==> config.mk <==
export PLATFORM = sky130hd
export DESIGN_NAME = uart_rx_cfg
export DESIGN_NICKNAME = d
export VERILOG_FILES = /design/src/rtl/uart_rx_cfg.sv
export SDC_FILE = /design/constraint.sdc
export NUM_CORES = 1
export LEC_CHECK = 0
export BUFFER_PORTS_ARGS = -buffer_cell sky130_fd_sc_hd__buf_2
export CORE_ASPECT_RATIO = 1.75
export CORE_UTILIZATION = 55
export CTS_BUF_LIST = sky130_fd_sc_hd__clkbuf_4 sky130_fd_sc_hd__clkbuf_8
export DETAILED_ROUTE_END_ITERATION = 16
export PLACE_DENSITY = 0.9
export SLEW_MARGIN = 20
export SYNTH_ARGS = -nofsm -noshare
export SYNTH_HDL_FRONTEND = slang
export SYNTH_SLANG_ARGS = --single-unit
export TNS_END_PERCENT = 100
==> constraint.sdc <==
create_clock -name clk -period 1.7 [get_ports clk]
set_input_delay 0.255 -clock clk [delete_from_list [all_inputs] [get_ports clk]]
set_output_delay 0.255 -clock clk [all_outputs]
set_load 0.02 [all_outputs]
==> src/rtl/uart_rx_cfg.sv <==
// uart_rx_cfg: parametrised UART receiver with runtime parity selection.
// Deserialises an LSB-first serial line into NB_DATA-bit words. Every received
// word comes with parity-error, framing-error and break flags.
module uart_rx_cfg #(
  parameter int NB_DATA    = 8,
  parameter int NB_STOP    = 1,
  parameter int OVERSAMPLE = 16
) (
  input  logic               clk,
  input  logic               i_rst_n,
  input  logic               i_tick,
  input  logic               i_data,
  input  logic               i_parity_en,
  input  logic               i_parity_odd,
  output logic [NB_DATA-1:0] o_data,
  output logic               o_rxdone,
  output logic               o_parity_err,
  output logic               o_frame_err,
  output logic               o_break
);

  localparam int CW = $clog2(OVERSAMPLE);
  localparam logic [CW-1:0] HALF_TICK = CW'(OVERSAMPLE / 2 - 1);
  localparam logic [CW-1:0] LAST_TICK = CW'(OVERSAMPLE - 1);
  localparam logic [3:0]    LAST_DATA = 4'(NB_DATA - 1);
  localparam logic [3:0]    LAST_STOP = 4'(NB_STOP - 1);

  typedef enum logic [2:0] {
    S_IDLE,
    S_START,
    S_DATA,
    S_PARITY,
    S_STOP
  } state_t;

  logic               r_sync1, r_sync2;
  logic               w_rxS;

  state_t             r_state, w_state;
  logic [CW-1:0]      r_tickCnt, w_tickCnt;
  logic [3:0]         r_bitCnt, w_bitCnt;
  logic [NB_DATA-1:0] r_shift, w_shift;
  logic               r_xor, w_xor;
  logic               r_parEn, w_parEn;
  logic               r_parOdd, w_parOdd;
  logic               r_parErrAcc, w_parErrAcc;
  logic               r_frameAcc, w_frameAcc;
  logic               r_breakAcc, w_breakAcc;
  logic               w_frameNow, w_breakNow;

  logic [NB_DATA-1:0] r_data, w_data;
  logic               r_rxDone, w_rxDone;
  logic               r_parErr, w_parErr;
  logic               r_frameErr, w_frameErr;
  logic               r_break, w_break;

  assign w_rxS = r_sync2;

  // Two-flop synchroniser for the asynchronous line; idles high out of reset.
  always_ff @(posedge clk) begin
    if (!i_rst_n) begin
      r_sync1 <= 1'b1;
      r_sync2 <= 1'b1;
    end else begin
      r_sync1 <= i_data;
      r_sync2 <= r_sync1;
    end
  end

  // State register plus all frame datapath and output registers.
  always_ff @(posedge clk) begin
    if (!i_rst_n) begin
      r_state     <= S_IDLE;
      r_tickCnt   <= '0;
      r_bitCnt    <= '0;
      r_shift     <= '0;
      r_xor       <= 1'b0;
      r_parEn     <= 1'b0;
      r_parOdd    <= 1'b0;
      r_parErrAcc <= 1'b0;
      r_frameAcc  <= 1'b0;
      r_breakAcc  <= 1'b0;
      r_data      <= '0;
      r_rxDone    <= 1'b0;
      r_parErr    <= 1'b0;
      r_frameErr  <= 1'b0;
      r_break     <= 1'b0;
    end else begin
      r_state     <= w_state;
      r_tickCnt   <= w_tickCnt;
      r_bitCnt    <= w_bitCnt;
      r_shift     <= w_shift;
      r_xor       <= w_xor;
      r_parEn     <= w_parEn;
      r_parOdd    <= w_parOdd;
      r_parErrAcc <= w_parErrAcc;
      r_frameAcc  <= w_frameAcc;
      r_breakAcc  <= w_breakAcc;
      r_data      <= w_data;
      r_rxDone    <= w_rxDone;
      r_parErr    <= w_parErr;
      r_frameErr  <= w_frameErr;
      r_break     <= w_break;
    end
  end

  // Next-state and datapath logic; everything advances only on a baud tick.
  always_comb begin
    w_state     = r_state;
    w_tickCnt   = r_tickCnt;
    w_bitCnt    = r_bitCnt;
    w_shift     = r_shift;
    w_xor       = r_xor;
    w_parEn     = r_parEn;
    w_parOdd    = r_parOdd;
    w_parErrAcc = r_parErrAcc;
    w_frameAcc  = r_frameAcc;
    w_breakAcc  = r_breakAcc;
    w_data      = r_data;
    w_rxDone    = 1'b0;
    w_parErr    = r_parErr;
    w_frameErr  = r_frameErr;
    w_break     = r_break;
    w_frameNow  = r_frameAcc | ~w_rxS;
    w_breakNow  = r_breakAcc & ~w_rxS;

    if (i_tick) begin
      case (r_state)
        S_IDLE: begin
          if (!w_rxS) begin
            w_tickCnt   = '0;
            w_bitCnt    = '0;
            w_parEn     = i_parity_en;
            w_parOdd    = i_parity_odd;
            w_xor       = 1'b0;
            w_parErrAcc = 1'b0;
            w_frameAcc  = 1'b0;
            w_breakAcc  = 1'b1;
            w_state     = S_START;
          end
        end
        S_START: begin
          if (r_tickCnt == HALF_TICK) begin
            if (!w_rxS) begin
              w_tickCnt = '0;
              w_state   = S_DATA;
            end else begin
              w_state = S_IDLE;
            end
          end else begin
            w_tickCnt = r_tickCnt + 1'b1;
          end
        end
        S_DATA: begin
          if (r_tickCnt == LAST_TICK) begin
            w_tickCnt  = '0;
            w_shift    = {w_rxS, r_shift[NB_DATA-1:1]};
            w_xor      = r_xor ^ w_rxS;
            w_breakAcc = w_breakNow;
            if (r_bitCnt == LAST_DATA) begin
              w_bitCnt = '0;
              w_state  = r_parEn ? S_PARITY : S_STOP;
            end else begin
              w_bitCnt = r_bitCnt + 1'b1;
            end
          end else begin
            w_tickCnt = r_tickCnt + 1'b1;
          end
        end
        S_PARITY: begin
          if (r_tickCnt == LAST_TICK) begin
            w_tickCnt   = '0;
            w_parErrAcc = ((r_xor ^ w_rxS) != r_parOdd);
            w_breakAcc  = w_breakNow;
            w_state     = S_STOP;
          end else begin
            w_tickCnt = r_tickCnt + 1'b1;
          end
        end
        S_STOP: begin
          if (r_tickCnt == LAST_TICK) begin
            w_tickCnt  = '0;
            w_frameAcc = w_frameNow;
            w_breakAcc = w_breakNow;
            if (r_bitCnt == LAST_STOP) begin
              w_bitCnt   = '0;
              w_rxDone   = 1'b1;
              w_data     = r_shift;
              w_parErr   = r_parErrAcc;
              w_frameErr = w_frameNow;
              w_break    = w_breakNow;
              w_state    = S_IDLE;
            end else begin
              w_bitCnt = r_bitCnt + 1'b1;
            end
          end else begin
            w_tickCnt = r_tickCnt + 1'b1;
          end
        end
        default: w_state = S_IDLE;
      endcase
    end
  end

  assign o_data       = r_data;
  assign o_rxdone     = r_rxDone;
  assign o_parity_err = r_parErr;
  assign o_frame_err  = r_frameErr;
  assign o_break      = r_break;

endmodule
==> impl_metrics.yaml, run 1 <==
synthesis:
  synthFlopType: "dfxtp_1"
  synth_adder_area_share_pct: 1.96
  synth_area_um2: 1910
  yosys_warnings: 0
  async_reset_ff_share_pct: 0
  synth_top_family_by_area: "simple AND/OR/NAND/NOR gates"
  synth.avg_cell_area_um2: 8.94
  synth_compound_area_share_pct: 14.1
  synth.largest_area_cell: "dfxtp_1"
  synth.top_cell.area_share_pct: 40.8
  muxShareOfSynthArea_pct: 10.5
  ys_types: 50
  synth_common_cells: "39 x dfxtp_1, 21 x nor2_1, 19 x mux2i_1, 13 x a21oi_1, 11 x nand2_1"
  synth.net_count: 223
  synth_area_leaders: "dfxtp_1 41%, mux2i_1 9.9%, nor2_1 4.1%"
  ys_seq_area_share_pct: 40.8
  synth_xor_area_share_pct: 1.83
  synth-seq-cells: 39
  synthSimpleGateAreaFrac_pct: 25.6
  syn_inst: 214
  synth_edf_count: 0
  synth_most_common_cell: "dfxtp_1"
pwr:
  switching_share_pct: 22.9
  peakVddDrop_mv: 0.782
  finalPower_mw: 1.88
  p_leak_nw: 1.01
  p_int_mw: 1.45
  p_comb_share_pct: 6.9
  power.switching_uw: 431
  clockPowerShare_pct: 43.7
  seq_power_share_pct: 49.4
  p_per_area_nw_per_um2: 768
drt:
  vias_per_cell: 6.20
  ant_nets: 0
  wirelength_um: 5730
  drt_iter0_drc: 120
  wl_per_cell_um: 19.2
  drcViolationCount: 0
  drt_pre_antenna_iters: 5
  vias: 1849
cts:
  root_buffer: "clkbuf_8"
  cts_max_level: 2
  cts_max_path_buffers: 2
  cts_tree: "done"
  cts_hold_buf: 0
  clkSlewWorstSetupHoldPaths_ns: 0.08
  cts_sinks: 39
  clock_latency_ns: 0.30
  numCtsBuffers: 5
outcome:
  violations: "setup timing"
  status: "finished, violations left"
worst_setup_path:
  critPathCaptureType: "flip-flop"
  critPathArrivalTime_ns: 2.00
  path_class: "flip-flop to flip-flop"
  cp.required_ns: 1.89
  start_kind: "flip-flop"
  crit_fanout: 5
floorplanning:
  initial_core_util_pct: 56.9
  die_width_um: 46.6
  fp.dieH_um: 80.0
  design.die.area_um2: 3730
  std_cell_rows: 28
  design.core.area_um2: 3360
  num_io_pins: 18
timing:
  fin_ws_ns: -0.112
  slew_violations: 0
  fin_worst_skew_ns: 0.00632
  timing.final.crit_share_pct: 107
  max-slew-margin-rel_pct: 68.8
  rsz0062_at_grt: "true"
  fmaxAchievable_mhz: 552
  finalHoldViolCount: 0
  finalSetupViolCount: 5
  fin_hold_ws_ns: 0.145
  worst_pin_slew_ns: 0.466
  post-route-min-period_ns: 1.81
global_route:
  grt_max_degree: 25
  gr-total-overflow: 0
  grt_pass1_vias: 1739
  grt_first_pass_wirelength_um: 8050
  track_usage_pct: 31.0
  antenna_found_initial: 0
finish:
  stdcell_count: 298
  nets: 261
  area_delta_synth_final_pct: 27.8
  antenna_cells: 0
  drive_gt1_share_pct: 32.8
placement:
  place.gp.congestion: 0.875
  dp_hpwl_um: 3260
  pre_cts_slack_ns: -0.0134
  post-place-cells: 284
  portBuffers: 17
job:
  drv_cap: 0
hold_path:
  min_path_type: "primary input to flip-flop"
[state kept, by name, summed over array words and instances, names as in the netlist, 3 cells and up]
| register | count |
|---|---|
| r_shift | 8 |
| r_state | 3 |
| r_tickCnt | 4 |
| r_bitCnt | 4 |
| o_data | 8 |
[final cells by class]
type,count,area [µm²]
multi-input cells,152,1140
fillers,249,918
flip-flops and latches,39,790
repair buffers,45,309
clock buffers,6,82.6
well taps,45,56.3
clock inverters,2,35.0
inverters,9,33.8
[power by group through the flow]
stage | clock, mW | sequential, mW | combinational [mW]
finish | 0.820 | 0.928 | 0.130
global route | 0.852 | 0.929 | 0.136
CTS | 0.826 | 0.927 | 0.113
detailed placement | 0 | 0.948 | 0.103
global placement | 0 | 0.948 | 0.101
floorplan | 0 | 0.945 | 0.0717
[critical path, cell delays in order, from the launching register on]
cell       delay (ns)
dfxtp_2          0.34
inv_2            0.07
ha_4             0.12
nor3b_4          0.28
nand4bb_1        0.28
buf_6            0.23
buf_12           0.12
mux2i_1          0.18
nor2_1           0.08
[kinds of logic (layout without fill, tap and decap cells)]
family          Yosys count  in the layout
mux                      20             20
xor+xnor                  4              4
fa+ha+maj                 3              3
simple gates             85             85
flops                    39             39
compound gates           40             40
buf+inv                  23             62
[metal layers]
metal	vias up	GRT usage, %	routed length, µm	part of all wire [%]
li1	840	-	-	-
met1	872	32.5	1930	34
met2	98	51.2	3050	53
met3	39	7.01	355	6.2
met4	0	20.9	394	6.9
met5	-	0	0	0
[through the flow]
| step | TNS, ns | area [µm²] | util (%) |
|---|---|---|---|
| after floorplan | 0 | 1910 | - |
| after detailed placement | -0.0158 | 2160 | 64.1 |
| after global placement | 0 | 2160 | 64.1 |
| after CTS | -0.00969 | 2340 | 69.6 |
| after global routing | -0.887 | 2440 | 72.7 |
| final | -0.341 | 2440 | 72.7 |
[path summary, 6_finish.rpt]
kind                                  start         to  slack (ns)  depth (start not counted)
worst max-delay path            r_bitCnt[0]  o_data[2]       -0.11                          8
worst min register to register      r_sync1    r_sync2        0.42                          1
worst min-delay path                 i_data    r_sync1        0.14                          2
worst max register to register  r_bitCnt[0]  o_data[2]       -0.11                          8
[cells in the final DEF (no fill, tap or decap), drive strengths merged, types with 6 or more instances in the layout]
cell,instances
a21oi,13
buf,45
clkbuf,6
dfxtp,39
inv,9
mux2i,19
nand2,11
nand2b,6
nand3,7
nor2,22
o21ai,8
[timing repair]
item | in CTS | in global routing
resized for setup | 15 | 15
endpoints found under the hold margin | 0 | 0
setup buffers | 2 | 4
gates cloned | 0 | 1
endpoints found under the setup margin | 3 | 10
pin swaps | 3 | 8
No activity file was read; power rests on OpenSTA's default activity.
==> run 2, diff against run 1 <==
CTS_BUF_LIST = sky130_fd_sc_hd__clkbuf_8   (was sky130_fd_sc_hd__clkbuf_4 sky130_fd_sc_hd__clkbuf_8)
PLACE_DENSITY = 0.87   (was 0.9)
REMOVE_ABC_BUFFERS = 1   (was not set)
==> run 2 against run 1 <==
Net effect:
- the run still ends with setup timing left
- die area did not move
- via count fell by 4.2%
- core utilization rose by 0.56 points
- critical path type unchanged
- largest cell class unchanged
- largest power group unchanged
==> impl_metrics.yaml, run 2 (same netlist as run 1, synthesis figures left out) <==
outcome:
  status: "finished, violations left"
  violations: "setup timing"
worst_setup_path:
  crit_buf_inv: 0
  slowest_delay_ns: 0.45
  worst_path_dominant_cell_family: "simple AND/OR/NAND/NOR gates"
  cp.required_ns: 1.90
  critPathArrivalTime_ns: 1.91
  crit_fanout: 7
  crit_chain: "or3b_1, o22ai_4, nand3_1, o32ai_1"
  critPathCaptureType: "flip-flop"
  path_class: "flip-flop to flip-flop"
  slowest_stage: "or3b_1"
  start_kind: "flip-flop"
global_route:
  grt_first_pass_wirelength_um: 7670
  antenna_found_initial: 0
  track_usage_pct: 28.6
  grt_pass1_vias: 1639
  gr-total-overflow: 0
  grt_max_degree: 17
timing:
  timing.final.crit_share_pct: 101
  fin_hold_ws_ns: 0.168
  fin_ws_ns: -0.0118
  finalHoldViolCount: 0
  worst_pin_slew_ns: 0.420
  post-route-min-period_ns: 1.71
  finalSetupViolCount: 1
  fmaxAchievable_mhz: 584
  max-slew-margin-rel_pct: 72.0
  fin_worst_skew_ns: 0.00902
  slew_violations: 0
  rsz0062_at_grt: "true"
drt:
  wirelength_um: 5260
  drt_iter0_drc: 86
  vias: 1771
  wl_per_cell_um: 17.5
  vias_per_cell: 5.90
  drcViolationCount: 0
  ant_nets: 0
  drt_pre_antenna_iters: 4
floorplanning:
  std_cell_rows: 28
  initial_core_util_pct: 56.9
  design.core.area_um2: 3360
  num_io_pins: 18
  design.die.area_um2: 3730
  die_width_um: 46.6
  fp.dieH_um: 80.0
cts:
  cts_hold_buf: 0
  cts_sinks: 39
  cts_tree: "done"
  cts_max_level: 2
  clock_latency_ns: 0.29
  root_buffer: "clkbuf_8"
  clkSlewWorstSetupHoldPaths_ns: 0.08
  cts_max_path_buffers: 2
  numCtsBuffers: 5
pwr:
  p_comb_share_pct: 7.6
  p_int_mw: 1.35
  p_per_area_nw_per_um2: 711
  power.switching_uw: 407
  clockPowerShare_pct: 39.6
  switching_share_pct: 23.2
  finalPower_mw: 1.75
  peakVddDrop_mv: 0.646
  seq_power_share_pct: 52.9
  p_leak_nw: 1.00
finish:
  stdcell_count: 300
  multi_input_area_um2: 1140
  seq_area_um2: 791
  area_delta_synth_final_pct: 28.8
  layout_common_cells: "33 x dfxtp_1, 26 x buf_4, 21 x nor2_1, 18 x mux2i_1, 17 x buf_2"
  final_common_cell: "dfxtp_1"
  antenna_cells: 0
  drive_gt1_share_pct: 32.5
  fillerInstances: 240
  nets: 263
  finalInstanceArea_um2: 2460
placement:
  portBuffers: 17
  post-place-cells: 286
  pre_cts_slack_ns: -0.0110
  placed_cell_area_um2: 2180
  dp_hpwl_um: 3340
  place.gp.congestion: 0.879
hold_path:
  min_path_type: "primary input to flip-flop"
job:
  drv_cap: 0
[run 2: cell types whose count changed in the layout (fill, tap and decap cells not counted), sizes merged]
cell / before / now
buf: 45 / 47
bufinv: 1 / 0
clkbuf: 6 / 7
clkinv: 1 / 0
clkinvlp: 0 / 1
[run 2: stage by stage]
| step | util, % | TNS (ns) |
|---|---|---|
| floorplan | - | -2.37 |
| global placement | 64.9 | 0 |
| detailed placement | 64.9 | -0.0110 |
| CTS | 68.9 | -0.00389 |
| global route | 73.3 | -0.187 |
| finish | 73.3 | -0.0118 |
[run 2: final cells by class]
class / count / share of cell area, %
flip-flops and latches: 39 / 32.1
inverters: 9 / 1.37
multi-input cells: 152 / 46.1
well taps: 45 / 2.29
clock inverters: 1 / 0.305
repair buffers: 47 / 13.9
clock buffers: 7 / 3.91
[run 2: power by group through the flow]
stage          Combinational (mW)  Clock (mW)  Sequential (mW)
2_1_floorplan              0.0578           0            0.949
5_1_grt                     0.140       0.742            0.927
4_1_cts                     0.120       0.701            0.926
3_5_place_dp                0.114           0            0.948
6_report                    0.132       0.693            0.927
3_3_place_gp                0.112           0            0.947
[run 2: path summary, 6_finish.rpt]
| kind | from | endpoint | slack (ns) | cells after the start |
|---|---|---|---|---|
| worst min register to register | r_sync1 | r_sync2 | 0.46 | 1 |
| worst max-delay path | r_state[2] | r_bitCnt[3] | -0.01 | 4 |
| worst max register to register | r_state[2] | r_bitCnt[3] | -0.01 | 4 |
| worst min-delay path | i_data | r_sync1 | 0.17 | 2 |
[run 2: repair_timing]
action / in CTS / in global routing
endpoints found under the hold margin: 0 / 0
resized for setup: 8 / 21
cloned: 0 / 0
setup endpoints to repair: 7 / 28
pin swaps: 1 / 6
setup buffers: 0 / 6
[run 2: metal layers]
layer,GRT usage [%],part of all wire (%),vias to the layer above
met5,0,0,-
met4,13.8,3.7,0
met3,4.52,3.5,18
met2,49.9,55,68
met1,31.4,38,839
li1,-,-,846
==> run 3, diff against run 2 <==
ABC_AREA = 1   (was not set)
==> run 3 against run 2 <==
Net effect:
- the run now ends clean
- critical path depth is 4 higher
- hold slack worse by 0.021 ns
- routed wire length fell by 19%
- flip-flop and latch count did not move
- first-iteration DRC count decreased by 1.2%
- global-route usage down 1.8 points
- maximum frequency increased by 8.1%
- core utilization fell by 6.2 points
- largest cell class unchanged
==> impl_metrics.yaml, run 3 <==
worst_setup_path:
  r2r_cells: 8
  cp.required_ns: 1.93
  critPathArrivalTime_ns: 1.81
  path_class: "flip-flop to flip-flop"
  reg2reg_slack_ns: 0.12
  r2r-start: "r_tickCnt[0]"
  start_kind: "flip-flop"
  critPathCaptureType: "flip-flop"
  crit_fanout: 7
  slowest_stage: "dfxtp_4"
  slowest_delay_ns: 0.38
  r2r-end: "o_data[6]"
  crit_chain: "ha_4, nand3_4, inv_2, nand2_1, nor3_4, buf_6, o21ai_0, a21oi_1"
cts:
  clkSlewWorstSetupHoldPaths_ns: 0.08
  cts_sinks: 39
  root_buffer: "clkbuf_8"
  cts_max_path_buffers: 2
  numCtsBuffers: 5
  cts_tree: "done"
  cts_max_level: 2
  postCtsSetupBuffers: 0
  clock_latency_ns: 0.30
synthesis:
  synth_edf_count: 0
  synth-seq-cells: 39
  ys_types: 24
  synth.avg_cell_area_um2: 6.85
  synth.top_cell.area_share_pct: 42.2
  synth_common_cells: "64 x nand2_1, 51 x nor2_1, 39 x dfxtp_1, 30 x o21ai_0, 20 x inv_1"
  synth_most_common_cell: "nand2_1"
  syn_inst: 270
  synthFlopType: "dfxtp_1"
  async_reset_ff_share_pct: 0
  ys_seq_area_share_pct: 42.2
  synth_area_leaders: "dfxtp_1 42%, nand2_1 13%, nor2_1 10%"
  yosys_warnings: 0
  synth.largest_area_cell: "dfxtp_1"
  synth_area_um2: 1850
pwr:
  p_per_area_nw_per_um2: 1230
  p_leak_nw: 0.989
  peakVddDrop_mv: 0.823
  finalPower_mw: 2.62
placement:
  placed_cell_area_um2: 1990
  dp_hpwl_um: 3070
  post-place-cells: 329
  place.gp.congestion: 0.898
  portBuffers: 17
  pre_cts_slack_ns: 0.101
floorplanning:
  num_io_pins: 18
  die_width_um: 45.8
  fp.dieH_um: 78.7
  design.die.area_um2: 3610
  std_cell_rows: 27
  design.core.area_um2: 3180
  initial_core_util_pct: 58.2
finish:
  finalInstanceArea_um2: 2130
  seq_area_um2: 790
  drive_gt1_share_pct: 17.0
  nets: 302
  layout_common_cells: "64 x nand2_1, 51 x nor2_1, 36 x dfxtp_1, 30 x o21ai_0, 20 x inv_1"
  final_common_cell: "nand2_1"
  antenna_cells: 0
  fin_util_pct: 67.0
  multi_input_area_um2: 962
  stdcell_count: 337
  area_delta_synth_final_pct: 15.1
  fillerInstances: 288
timing:
  fin_setup_tns_ns: 0
  max-slew-margin-rel_pct: 69.9
  slew_violations: 0
  finalHoldViolCount: 0
  timing.final.crit_share_pct: 93.2
  fin_worst_skew_ns: 0.00549
  fmaxAchievable_mhz: 631
  fin_ws_ns: 0.116
  fin_hold_ws_ns: 0.147
  post-route-min-period_ns: 1.58
  worst_pin_slew_ns: 0.452
  finalSetupViolCount: 0
drt:
  vias_per_cell: 5.35
  drt_pre_antenna_iters: 4
  vias: 1804
  ant_nets: 0
  wirelength_um: 4260
  wl_per_cell_um: 12.6
  drt_iter0_drc: 85
  drcViolationCount: 0
job:
  drv_cap: 0
hold_path:
  min_from: "i_data"
  min_path_type: "primary input to flip-flop"
  worstHoldPathCells: 2
  min_to: "r_sync1"
global_route:
  antenna_found_initial: 0
  gr-total-overflow: 0
  grt_max_degree: 27
  track_usage_pct: 26.8
  grt_first_pass_wirelength_um: 7060
  grt_pass1_vias: 1707
outcome:
  status: "finished clean"
[run 3: where the power goes]
part / switching (mW) / internal, mW
Sequential: 0.0889 / 0.977
Clock: 0.320 / 0.364
Combinational: 0.602 / 0.266
Total: 1.01 / 1.61
[run 3: worst max-delay path by stage]
stage,startpoint,to,slack [ns],cells past startpoint
6_report,r_tickCnt[0],o_data[6],0.12,8
5_1_grt,r_state[1],r_parErrAcc,-0.03,7
4_1_cts,r_tickCnt[0],o_data[6],0.07,8
3_5_place_dp,r_tickCnt[0],o_data[6],0.10,8
3_3_place_gp,r_tickCnt[0],o_data[0],0.18,8
2_1_floorplan,r_tickCnt[0],o_frame_err,0.14,8
[run 3: what timing repair did]
| action | CTS | global route |
|---|---|---|
| gates resized for setup | 0 | 12 |
| setup endpoints to repair | 0 | 16 |
| hold buffers | 0 | 0 |
[run 3: cells by family (layout without fill, tap and decap cells)]
| logic type | Yosys count | count (layout) | share of synthesized area [%] |
|---|---|---|---|
| adder cells (fa/ha/maj) | 3 | 3 | 2.03 |
| AND/OR/NAND/NOR | 144 | 144 | 33.3 |
| buffers and inverters | 30 | 54 | 6.83 |
| AO/OA/AOI/OAI | 50 | 50 | 13.7 |
| XOR/XNOR | 4 | 4 | 1.89 |
| flip-flops | 39 | 39 | 42.2 |
[run 3: worst max-delay path, delay by kind of cell, from the launching register on]
kind,cells,cell delay [ns]
AOI/OAI and AO/OA,2,0.20
buffers and inverters,2,0.25
and+or+nand+nor,3,0.52
DFF,1,0.38
adders and majority gates,1,0.17
[run 3: layout make-up]
type / count / area share (%)
Timing Repair Buffer: 22 / 6.11
Inverter: 24 / 4.35
Sequential cell: 39 / 37.1
Multi-Input combinational cell: 201 / 45.2
Clock buffer: 7 / 4.53
Tap cell: 43 / 2.53
Clock inverter: 1 / 0.176
[run 3: routing by layer]
layer / global-route usage [%] / up-vias / wire [µm]
met5: 0 / - / 0
met4: 16.2 / 0 / 140
met3: 5.23 / 12 / 180
met2: 48.6 / 53 / 2370
met1: 25.8 / 830 / 1570
li1: - / 909 / -
